==> src/rtl/hazard_stall_unit.sv <==
// Decode-stage hazard detector: stall, flush and memory freeze control.
// Also keeps saturating stall/flush counters and a sticky memory timeout flag.
module hazard_stall_unit #(
    parameter int CNT_W       = 16,
    parameter int MEM_TIMEOUT = 64
) (
    input  logic             Clk,
    input  logic             Reset_n,
    input  logic [4:0]       IF_ID_rs,
    input  logic [4:0]       IF_ID_rt,
    input  logic             IF_ID_UsesRt,
    input  logic             ID_Branch,
    input  logic             ID_BranchTaken,
    input  logic             ID_EX_MemRead,
    input  logic             ID_EX_RegWrite,
    input  logic [4:0]       ID_EX_rd,
    input  logic             EX_MEM_MemRead,
    input  logic [4:0]       EX_MEM_rd,
    input  logic             Mem_Busy,
    output logic             PCWrite,
    output logic             IF_ID_Write,
    output logic             ID_EX_Bubble,
    output logic             IF_ID_Flush,
    output logic             Pipe_Freeze,
    output logic             MemTimeout,
    output logic [CNT_W-1:0] StallCount,
    output logic [CNT_W-1:0] FlushCount
);

    localparam int TW = $clog2(MEM_TIMEOUT + 1);

    typedef enum logic [1:0] {
        IDLE,
        RUN,
        FREEZE,
        ERROR
    } state_t;

    state_t        state;
    state_t        state_nxt;
    logic [TW-1:0] tcnt;
    logic [TW-1:0] tcnt_nxt;
    logic          stall_inc;
    logic          flush_inc;
    logic          load_use;
    logic          br_haz;
    logic          hazard;

    // Register 0 is hardwired, so it never creates a dependency.
    function automatic logic srcmatch(
        input logic [4:0] r,
        input logic [4:0] rs,
        input logic [4:0] rt,
        input logic       uses_rt
    );
        return (r != 5'd0) &&
               ((r == rs) || (uses_rt && (r == rt)));
    endfunction

    always_comb begin
        load_use = ID_EX_MemRead &&
                   srcmatch(ID_EX_rd, IF_ID_rs,
                            IF_ID_rt, IF_ID_UsesRt);
        br_haz   = ID_Branch &&
                   ((ID_EX_RegWrite &&
                     srcmatch(ID_EX_rd, IF_ID_rs,
                              IF_ID_rt, IF_ID_UsesRt)) ||
                    (EX_MEM_MemRead &&
                     srcmatch(EX_MEM_rd, IF_ID_rs,
                              IF_ID_rt, IF_ID_UsesRt)));
        hazard   = load_use || br_haz;
    end

    always_comb begin
        state_nxt    = state;
        tcnt_nxt     = tcnt;
        PCWrite      = 1'b0;
        IF_ID_Write  = 1'b0;
        ID_EX_Bubble = 1'b0;
        IF_ID_Flush  = 1'b0;
        Pipe_Freeze  = 1'b0;
        stall_inc    = 1'b0;
        flush_inc    = 1'b0;
        unique case (state)
            IDLE: begin
                ID_EX_Bubble = 1'b1;
                tcnt_nxt     = '0;
                state_nxt    = RUN;
            end
            RUN: begin
                tcnt_nxt = '0;
                if (Mem_Busy) begin
                    Pipe_Freeze = 1'b1;
                    tcnt_nxt    = TW'(1);
                    state_nxt   = FREEZE;
                end else if (hazard) begin
                    // A taken branch waits here until its operands settle.
                    ID_EX_Bubble = 1'b1;
                    stall_inc    = 1'b1;
                end else if (ID_Branch && ID_BranchTaken) begin
                    PCWrite     = 1'b1;
                    IF_ID_Write = 1'b1;
                    IF_ID_Flush = 1'b1;
                    flush_inc   = 1'b1;
                end else begin
                    PCWrite     = 1'b1;
                    IF_ID_Write = 1'b1;
                end
            end
            FREEZE: begin
                Pipe_Freeze = 1'b1;
                if (!Mem_Busy) begin
                    state_nxt = RUN;
                    tcnt_nxt  = '0;
                end else if (tcnt >= TW'(MEM_TIMEOUT)) begin
                    state_nxt = ERROR;
                end else begin
                    tcnt_nxt = tcnt + TW'(1);
                end
            end
            ERROR: begin
                Pipe_Freeze = 1'b1;
            end
            default: begin
                state_nxt = IDLE;
            end
        endcase
    end

    always_ff @(posedge Clk or negedge Reset_n) begin
        if (!Reset_n) begin
            state <= IDLE;
            tcnt  <= '0;
        end else begin
            state <= state_nxt;
            tcnt  <= tcnt_nxt;
        end
    end

    always_ff @(posedge Clk or negedge Reset_n) begin
        if (!Reset_n) begin
            MemTimeout <= 1'b0;
        end else if (state_nxt == ERROR) begin
            MemTimeout <= 1'b1;
        end
    end

    // Counters stick at all-ones so long runs never alias to small values.
    always_ff @(posedge Clk or negedge Reset_n) begin
        if (!Reset_n) begin
            StallCount <= '0;
            FlushCount <= '0;
        end else begin
            if (stall_inc && (StallCount != '1)) begin
                StallCount <= StallCount + CNT_W'(1);
            end
            if (flush_inc && (FlushCount != '1)) begin
                FlushCount <= FlushCount + CNT_W'(1);
            end
        end
    end

endmodule

==> config.mk <==
export PLATFORM = sky130hd
export DESIGN_NAME = hazard_stall_unit
export DESIGN_NICKNAME = d
export VERILOG_FILES = /design/src/rtl/hazard_stall_unit.sv
export SDC_FILE = /design/constraint.sdc
export NUM_CORES = 1
export LEC_CHECK = 0
export BUFFER_PORTS_ARGS = -buffer_cell sky130_fd_sc_hd__buf_4
export CAP_MARGIN = 30
export CORE_MARGIN = 2
export CORE_UTILIZATION = 50
export DETAILED_ROUTE_END_ITERATION = 10
export PLACE_DENSITY = 0.76
export RECOVER_POWER = 100
export SLEW_MARGIN = 20
export SYNTH_ARGS = -nofsm -noshare
export SYNTH_HDL_FRONTEND = slang
export SYNTH_SLANG_ARGS = --single-unit
export TNS_END_PERCENT = 1
==> constraint.sdc <==
create_clock -name Clk -period 3.6 [get_ports Clk]
set_clock_uncertainty 0.05 [all_clocks]
set_input_delay 0.9 -clock Clk [delete_from_list [all_inputs] [get_ports Clk]]
set_output_delay 0.9 -clock Clk [all_outputs]
set_load 0.01 [all_outputs]
Word level (Yosys, flattened, before mapping)
Cells that the tools add are included.

Reduce and logical (&&, ||, !) cells: 21. $add $sub $neg: 3. Eq/ne operators: 11. Multiplexer cells: 21. Magnitude comparators: 1.

Operators with widths (count): $add 16x1->16 const B (2); $ne 16x16->1 const B (2); $pmux 7 s3 (1); $eq 5x5->1 (4); $mux 7 (2); $mux 1 (12); $logic_and 1x1->1 (11); $reduce_bool 5->1 (2); $add 7x1->7 const B (1); $ge 7x7->1 const B (1); $eq 2x2->1 const B (3); $mux 2 (3); $pmux 2 s3 (1); $logic_or 1x1->1 (4); $pmux 1 s2 (2); $ne 3x3->1 const B (1); $reduce_bool 3->1 (1); $eq 2x1->1 const B (1); $logic_not 2->1 (1); $reduce_and 2->1 (1); $reduce_or 2->1 (1).

Input port bits: 29. Flip-flop bits (word level): 42.

Depth between registers and ports, before layout
Gate-level depths: netlist (run 1).

Depth after elaboration: 12. Mapped depth: 8.

Worst setup path after synthesis (run 1)
Ideal clock, no wire load.

Path type: input to output. Start: input ID_EX_rd[3]. End: output PCWrite. Arrival time: 2.317 ns. Slack: 0.333 ns. Data required time: 2.650 ns. Stages on the path: 7. Cell sequence: xor2_1 > nor4_1 > a32oi_1 > o32ai_4 > buf_2 > nor2_1 > buf_4.

Longest elaborated chain between the ends: 11. Elaborated cells between the ends (all ways): 14. Those cells by class: eq/ne (2); mux (3); reduce/logical (9).

RTL lines: start: declaration (RTL line 16) `input logic [4:0] ID_EX_rd,`; $eq 5x5->1 (RTL line 57) `((r == rs) || (uses_rt && (r == rt)));`; $logic_and 1x1->1 (RTL line 57); $logic_or 1x1->1 (RTL line 57); $logic_and 1x1->1 * (RTL line 56) `return (r != 5'd0) &&`; $logic_and 1x1->1 (RTL line 65) `((ID_EX_RegWrite &&`; $logic_or 1x1->1 (RTL line 67) `IF_ID_rt, IF_ID_UsesRt)) ||`; $logic_and 1x1->1 (RTL line 64) `br_haz = ID_Branch &&`; $logic_or 1x1->1 * (RTL line 71) `hazard = load_use || br_haz;`; $mux 1 * (3 in series); end: declaration (RTL line 20) `output logic PCWrite,`.

Every way passes the cells marked *; elsewhere a longest branch is shown, timed or not.

Worst setup path in the final report (run 1)
Start: input ID_EX_rd[3]. End: output ID_EX_Bubble.

Longest elaborated chain between the ends: 11. Elaborated cells between the ends (all ways): 14. Those cells by class: eq/ne (2); mux (3); reduce/logical (9).

RTL lines: $eq 5x5->1 (RTL line 57); $logic_and 1x1->1 (RTL line 57); $logic_or 1x1->1 (RTL line 57); $logic_and 1x1->1 * (RTL line 56); $logic_and 1x1->1 (RTL line 65); $logic_or 1x1->1 (RTL line 67); $logic_and 1x1->1 (RTL line 64); $logic_or 1x1->1 * (RTL line 71); $mux 1 * (RTL line 96) `end else if (hazard) begin`; $mux 1 * (RTL line 92) `if (Mem_Busy) begin`; $pmux 1 s2 * (RTL line 84) `unique case (state)`; end: declaration (RTL line 22) `output logic ID_EX_Bubble,`.

Marked as above.

==> metrics.csv, run 1 <==
metric;value;unit
status;complete, but fails checks;
violations;capacitance limit, slew limit;
synthCells;253;
cp_cell_sequence;clkbuf_1 -> xor2_1 -> nor4_1 -> a32oi_1 -> o32ai_4 -> a21o_1 -> clkbuf_1;
cts_buffers;5;
ctsHtreeMaxLevel;2;
hpwl;4210;um
grt_max_degree;43;
cts_sinks;42;
ys.flop_type;dfrtp_1;
fin_setup_tns;0;ns
yosysUniqueCellTypes;42;
cts_hold_buf;0;
io_pins;67;
wl;5700;um
grt.total_usage;22.2;%
via_per_inst;5.48;
grt_pass1_vias;2153;
first_pass_iters;4;
yosys_warnings;0;
vias;2144;
crit_path_max_fanout;4;
slowest_delay;0.38;ns
avgSynthCellArea;9.97;um^2
die-height;75.0;um
routabilityCongestion;0.937;
syn_to_final_growth;20.5;%
n_antenna_cell;0;
clkTransAtPathRegs;0.08;ns
cpMostUsedCell;clkbuf_1;
timing.final.crit_period;3.33;ns
cts_resized;0;
drtAntennaViolNets;0;
grt.overflow.total;0;
slew_viol_final;43;
rsz0062_at_grt;no;
criticalPathCategory;primary input to primary output;
power.density;479;mW/mm^2
synth_nets;290;
p_leak;1.39;nW
slowest_stage;o32ai_4;
end_kind;primary output;
hp-class;register to register;
async_reset_ff_share;100;%
peakVddDrop;366;uV
fin_nets;360;
crit_required;2.65;ns
cts_tree;done;
clk_latency;0.29;ns
cp-start-kind;primary input;
core;0.00479;mm^2
drt_first_iter_violations;134;
seq_area_frac_synth;41.7;%
period_share;92.5;%
grt_pass1_wl;9650;um
post-route-drc-count;0;
slew_headroom;-45.9;%
max_freq;300;MHz
setup_violations;0;
ys_seq_elements;42;
start_util;52.7;%
finish.utilization;63.5;%
antenna_found_initial;0;
wl_per_cell;14.6;um
cap_violations;1;
hold_viol;0;
ctsRootBufferMaster;clkbuf_8;
fp.dieW;75.0;um
tightest_slew;2.19;ns
cp_top_family;compound AO/OA/AOI/OAI gates;
cts_setup_buffers;0;
fp.dieArea;0.00563;mm^2
netlist_area;0.00252;mm^2
rows;25;
layout-drive-gt1-share;12.7;%
clockBufferDepth;2;
placement.io_buffers;66;
path_buf_inv;2;
synth-edff-count;0;
worstPathArrival;2.38;ns
-- worst register-to-register path, stage by stage (launching register included) --
cell and delay (ns):
dfrtp_1 0.43, ha_1 0.24, nand3_1 0.15, or3_1 0.41, nor2_1 0.12, a21oi_1 0.16, buf_4 0.21, nand2_1 0.10
mux2_1 0.33
-- final timing paths --
check / startpoint / end / slack, ns / cells past startpoint
worst max-delay path: ID_EX_rd[3] / ID_EX_Bubble / 0.27 / 7
worst min-delay path: MemTimeout / MemTimeout / 0.42 / 1
worst max register to register: StallCount[0] / StallCount[1] / 1.27 / 8
worst min register to register: MemTimeout / MemTimeout / 0.42 / 1
max in group asynchronous: Reset_n / StallCount[6] / 1.06 / 1
min in group asynchronous: Reset_n / tcnt[5] / 1.19 / 1
-- state kept, by name (all words and copies together), names as in the netlist --
signal / cells
tcnt: 7
StallCount: 16
MemTimeout: 1
state: 2
FlushCount: 16
-- per-stage QoR --
step / cells / total power [mW] / hold WS, ns / setup WS (ns) / cell area, um^2
CTS: 390 / 1.51 / 0.436 / 0.315 / 3220
detailed placement: 382 / 1.05 / 0.416 / 0.324 / 3080
finish: 391 / 1.46 / 0.422 / 0.269 / 3040
global route: 391 / 1.54 / 0.443 / 0.123 / 3040
global placement: 382 / 1.04 / 0.399 / 0.370 / 3080
floorplan: 253 / 0.857 / 0.412 / 0.333 / 2520
-- power by group --
group          switching (mW)  leakage, nW  internal (mW)
sequential             0.0628        0.572          0.517
combinational           0.252        0.748          0.168
clock                   0.160       0.0714          0.296
total                   0.475         1.39          0.981
-- cell families (layout without fill, tap and decap cells) --
group	count (synthesis)	in the layout	share of synthesized area (%)
AO/OA/AOI/OAI	29	29	8.59
XOR/XNOR	51	51	17.7
adder cells (fa/ha/maj)	8	8	3.97
buffers and inverters	15	86	2.88
flip-flops	42	42	41.7
multiplexers	2	2	0.893
AND/OR/NAND/NOR	106	106	24.3
-- Yosys cell counts (2+ instances only) --
cell type  instances  share of area (%)
a21o_1             2               0.60
a21oi_1            6                1.2
a31oi_1            2               0.50
a32oi_1            2               0.69
and3_1             9                2.2
buf_4              2               0.60
clkbuf_1           2               0.30
dfrtp_1           42                 42
ha_1               8                4.0
inv_1              8                1.2
mux2_1             2               0.89
nand2_1           11                1.6
nand3_1           23                4.6
nand4_1           14                3.5
nor2_1            18                2.7
nor3_1            11                2.2
nor4_1             3               0.74
nor4_2             6                3.0
o21ai_0            8                1.6
or3_1              2               0.50
or4_1              2               0.60
xnor2_1           17                5.9
xor2_1            34                 12
-- metal layers --
metal  vias up  track usage [%]  wire [um]
met5         -                0          0
met3        10             4.28        237
met4         0             6.55         78
met2        58             37.8       2820
met1      1027             28.7       2560
li1       1049                -          -
-- area by class of cell --
cell class                      count  area (um^2)
Clock buffer                        6         82.6
Tap cell                           67         83.8
Multi-Input combinational cell    196         1360
Inverter                            8         30.0
Timing Repair Buffer               70          369
Fill cell                         420         1750
Sequential cell                    42         1050
Clock inverter                      2         60.1
-- cell usage in the layout (no fill, tap or decap), types with 2 or more instances in the layout --
cell,Yosys,layout
dfrtp_1,42,42
clkbuf_1,2,41
xor2_1,34,34
buf_4,2,28
nand3_1,23,23
nor2_1,18,18
xnor2_1,17,17
nand4_1,14,14
nor3_1,11,12
nand2_1,11,11
and3_1,9,9
inv_1,8,8
o21ai_0,8,8
nor4_1,3,8
ha_1,8,8
a21oi_1,6,6
clkbuf_8,0,6
a32oi_1,2,2
or4_1,2,2
a21o_1,2,2
or3_1,2,2
mux2_1,2,2
a31oi_1,2,2
bufinv_16,0,2
No activity file was read; power rests on OpenSTA's default activity.
==> inputs of run 2 (changes only) <==
--- a/config.mk
+++ b/config.mk
@@ -7,7 +7,7 @@
 export LEC_CHECK = 0
 export BUFFER_PORTS_ARGS = -buffer_cell sky130_fd_sc_hd__buf_4
 export CAP_MARGIN = 30
-export CORE_MARGIN = 2
+export CORE_MARGIN = 8
 export CORE_UTILIZATION = 50
 export DETAILED_ROUTE_END_ITERATION = 10
 export PLACE_DENSITY = 0.76
==> run 2 against run 1 <==
Net effect: the run still ends with capacitance limit, slew limit left; die area rose by 35%; highest routed layer unchanged; total power decreased by 5.8%; design area shrank 0.99%; largest power group unchanged.
==> metrics.csv, run 2 (synthesis gave the netlist of run 1 again) <==
metric;value;unit
crit_required;2.65;ns
slowest_stage;o32ai_4;
setup_violations;0;
multiInputGateArea;0.00136;mm^2
fin_setup_tns;0;ns
grt.total_usage;16.3;%
grt_max_degree;43;
syn_to_final_growth;19.3;%
n_fill_cell;467;
hold_viol;0;
vias;2169;
regArea;0.00105;mm^2
gr-usage-met3;5.57;%
timing.final.crit_period;3.30;ns
peakVddDrop;348;uV
grt.busiest_layer;met2;
met1_usage;18.7;%
io_pins;67;
rows;26;
rsz0062_at_grt;no;
drtAntennaViolNets;0;
path_buf_inv;2;
clockBufferDepth;2;
first_pass_iters;4;
cts_sinks;42;
gr-usage-met2;27.6;%
cp-start-kind;primary input;
ctsHtreeMaxLevel;2;
wl;5970;um
wl_per_cell;15.2;um
cts_resized;0;
slowest_delay;0.37;ns
fp.dieArea;0.00757;mm^2
n_antenna_cell;0;
period_share;91.7;%
slew_viol_final;43;
drt_first_iter_violations;70;
top_regs;FlushCount: 16 flops, StallCount: 16 flops, tcnt: 7 flops;
cap_violations;1;
hold_ws;0.412;ns
crit_path_max_fanout;4;
cp_top_family;compound AO/OA/AOI/OAI gates;
cts_setup_buffers;0;
status;complete, but fails checks;
fin_nets;359;
hp-class;register to register;
start_util;50.7;%
ctsRootBufferMaster;clkbuf_8;
post-route-drc-count;0;
p_leak;1.38;nW
routabilityCongestion;0.931;
layout_commonest_cell;dfrtp_1;
grt_pass1_wl;9970;um
cts_buffers;5;
via_per_inst;5.53;
grt_pass1_vias;2154;
violations;capacitance limit, slew limit;
die-height;87.0;um
hpwl;4610;um
criticalPathCategory;primary input to primary output;
fp.dieW;87.0;um
antenna_found_initial;0;
end_kind;primary output;
grt.overflow.total;0;
cts_hold_buf;0;
cpMostUsedCell;clkbuf_1;
layout-drive-gt1-share;12.4;%
clkTransAtPathRegs;0.07;ns
core;0.00498;mm^2
cts_tree;done;
layout_common_cells;42 x dfrtp_1, 40 x clkbuf_1, 34 x xor2_1;
max_freq;303;MHz
cp_cell_sequence;clkbuf_1 -> xor2_1 -> nor4_1 -> a32oi_1 -> o32ai_4 -> a21o_1 -> clkbuf_1;
clk_latency;0.29;ns
worstPathArrival;2.35;ns
tightest_slew;2.20;ns
placement.io_buffers;66;
slew_headroom;-46.4;%
power.density;456;mW/mm^2
run 2: routing by layer:
layer  wire (um)  vias to the layer above
li1            -                     1054
met1        2490                     1043
met2        3020                       62
met3         363                       10
met4          95                        0
met5           0                        -
run 2: layout make-up:
class | instances | area share [%]
clock buffer | 6 | 2.75
clock inverter | 1 | 0.998
inverter | 8 | 0.998
multi-input combinational | 196 | 45.3
sequential | 42 | 34.9
tap | 70 | 2.91
timing repair buffer | 69 | 12.1
run 2: worst register-to-register path, cell delays in order, from the launching register on:
cell     delay, ns
dfrtp_1       0.42
inv_1         0.11
ha_1          0.27
nor2b_1       0.33
nand3_1       0.16
buf_4         0.19
nor3_1        0.29
mux2_1        0.35
run 2: path summary, 6_finish.rpt:
check	end	startpoint	cells past startpoint	slack, ns
setup / recovery	ID_EX_Bubble	ID_EX_rd[3]	7	0.30
hold / removal	MemTimeout	MemTimeout	1	0.41
setup reg to reg	FlushCount[1]	state[1]	7	1.31
hold reg to reg	MemTimeout	MemTimeout	1	0.41
max in group asynchronous	StallCount[5]	Reset_n	1	1.05
min in group asynchronous	state[1]	Reset_n	1	1.20
run 2: through the flow:
stage / cell area, um^2 / util, % / instances / setup WS [ns] / power [mW]
6_report: 3010 / 60.4 / 392 / 0.299 / 1.37
3_5_place_dp: 3080 / 62.0 / 385 / 0.333 / 1.05
4_1_cts: 3200 / 64.2 / 392 / 0.329 / 1.43
3_3_place_gp: 3080 / 62.0 / 385 / 0.357 / 1.04
5_1_grt: 3010 / 60.4 / 392 / 0.166 / 1.46
2_1_floorplan: 2520 / - / 253 / 0.333 / 0.857
run 2: report_power, final:
part	switching [mW]	internal [mW]	total, mW
logic	0.251	0.165	0.416
clock network	0.154	0.222	0.376
registers	0.0618	0.517	0.579
==> inputs of run 3 (changes only) <==
--- a/config.mk
+++ b/config.mk
@@ -8,9 +8,9 @@
 export BUFFER_PORTS_ARGS = -buffer_cell sky130_fd_sc_hd__buf_4
 export CAP_MARGIN = 30
 export CORE_MARGIN = 8
-export CORE_UTILIZATION = 50
+export CORE_UTILIZATION = 45
 export DETAILED_ROUTE_END_ITERATION = 10
-export PLACE_DENSITY = 0.76
+export PLACE_DENSITY = 0.7
 export RECOVER_POWER = 100
 export SLEW_MARGIN = 20
 export SYNTH_ARGS = -nofsm -noshare
==> run 3 against run 2 <==
Net effect: the flow still finishes with violations (capacitance limit, slew limit); worst setup slack got worse by 0.022 ns; utilization is 5.3 points lower; combinational power is essentially flat; non-clock buffer count is 1 higher; first-iteration DRC count rose by 90%; maximum frequency shrank 0.68%; via count shrank 0.65%; total power fell by 0.32%; critical path type unchanged; count of clock-buffer cells in the layout unchanged; sequential power hardly changed; hold slack improved by 0.018 ns.
==> metrics.csv, run 3 (synthesis gave the netlist of run 1 again) <==
metric;value;unit
status;complete, but fails checks;
violations;capacitance limit, slew limit;
post-route-drc-count;0;
hpwl;4680;um
cp-start-kind;primary input;
p_leak;1.37;nW
ctsRootBufferMaster;clkbuf_8;
rows;27;
start_util;46.1;%
hold_end;MemTimeout;
crit_path_start;ID_EX_rd[3];
clk_latency;0.30;ns
worstPathArrival;2.37;ns
n_antenna_cell;0;
setup_violations;0;
cts_setup_buffers;0;
cts_sinks;42;
hp-class;register to register;
cts_tree;done;
top_regs;FlushCount: 16 flops, StallCount: 16 flops, tcnt: 7 flops;
r2r-start;FlushCount[0];
cts_hold_buf;0;
grt_pass1_vias;2189;
cp_top_family;compound AO/OA/AOI/OAI gates;
slew_headroom;-43.6;%
crit_required;2.65;ns
reg2reg_slack;1.26;ns
cp_cell_sequence;clkbuf_1 -> xor2_1 -> nor4_1 -> a32oi_1 -> o32ai_4 -> a21o_1 -> clkbuf_1;
criticalPathCategory;primary input to primary output;
timing.final.crit_period;3.32;ns
drtAntennaViolNets;0;
cpMostUsedCell;clkbuf_1;
setup_slack;0.276;ns
grt.total_usage;15.0;%
fp.dieArea;0.00825;mm^2
placement.io_buffers;66;
grt.overflow.total;0;
min-delay-start;MemTimeout;
fin_cells;396;
peakVddDrop;319;uV
clockBufferDepth;2;
crit_path_max_fanout;4;
end_kind;primary output;
syn_to_final_growth;19.7;%
slowest_stage;o32ai_4;
total_power;1.37;mW
pre_cts_ws;0.322;ns
grt_max_degree;43;
hold_depth;1;
period_share;92.3;%
first_pass_iters;4;
hold_ws;0.430;ns
antenna_found_initial;0;
routabilityCongestion;0.862;
placed_area;0.00309;mm^2
hold_viol;0;
fin_area;0.00302;mm^2
cts_buffers;5;
max_freq;301;MHz
io_pins;67;
vias;2155;
fp.dieW;90.9;um
core;0.00547;mm^2
wl;6060;um
slowest_delay;0.35;ns
clkTransAtPathRegs;0.07;ns
layout_common_cells;42 x dfrtp_1, 42 x clkbuf_1, 34 x xor2_1;
fin_setup_tns;0;ns
via_per_inst;5.44;
r2r-end;FlushCount[1];
slew_viol_final;43;
post-place-cells;387;
rsz0062_at_grt;no;
cap_violations;1;
fin_nets;360;
grt_pass1_wl;10400;um
cts_resized;0;
power.density;453;mW/mm^2
wl_per_cell;15.3;um
r2r_cells;6;
tightest_slew;2.15;ns
die-height;90.9;um
drt_first_iter_violations;133;
layout-drive-gt1-share;12.7;%
ctsHtreeMaxLevel;2;
finish.utilization;55.1;%
path_buf_inv;2;
==> run 3: power breakdown <==
| group | total [mW] | internal, mW | leakage, nW | switching [mW] |
|---|---|---|---|---|
| sequential | 0.582 | 0.517 | 0.572 | 0.0650 |
| clock | 0.370 | 0.207 | 0.0514 | 0.163 |
| combinational | 0.414 | 0.166 | 0.748 | 0.247 |
==> run 3: worst max-delay path by stage <==
| stage | cells after the start | end |
|---|---|---|
| floorplan | 7 | PCWrite |
| global placement | 7 | IF_ID_Write |
| detailed placement | 7 | ID_EX_Bubble |
| CTS | 7 | PCWrite |
| global route | 7 | ID_EX_Bubble |
| finish | 7 | ID_EX_Bubble |
==> run 3: cell type report <==
| class | instances | area (um^2) |
|---|---|---|
| well taps | 72 | 90.1 |
| inverters | 8 | 30.0 |
| fillers | 535 | 2450 |
| clock inverters | 2 | 37.5 |
| repair buffers | 70 | 369 |
| clock buffers | 6 | 72.6 |
| flip-flops and latches | 42 | 1050 |
| multi-input cells | 196 | 1370 |
==> run 3: routing by layer <==
layer  up-vias  wire length (um)  track usage [%]
met5         -                 0                0
met4         0               121             6.41
met3        12               313             4.24
met2        55              2820             23.7
met1      1031              2810             18.5
li1       1057                 -                -
==> run 3: worst register-to-register path, stage by stage (launching register included) <==
cell     delay (ns)
dfrtp_1        0.48
ha_1           0.27
inv_1          0.08
or3_1          0.46
nor3_4         0.39
nor3_1         0.14
mux2_1         0.35
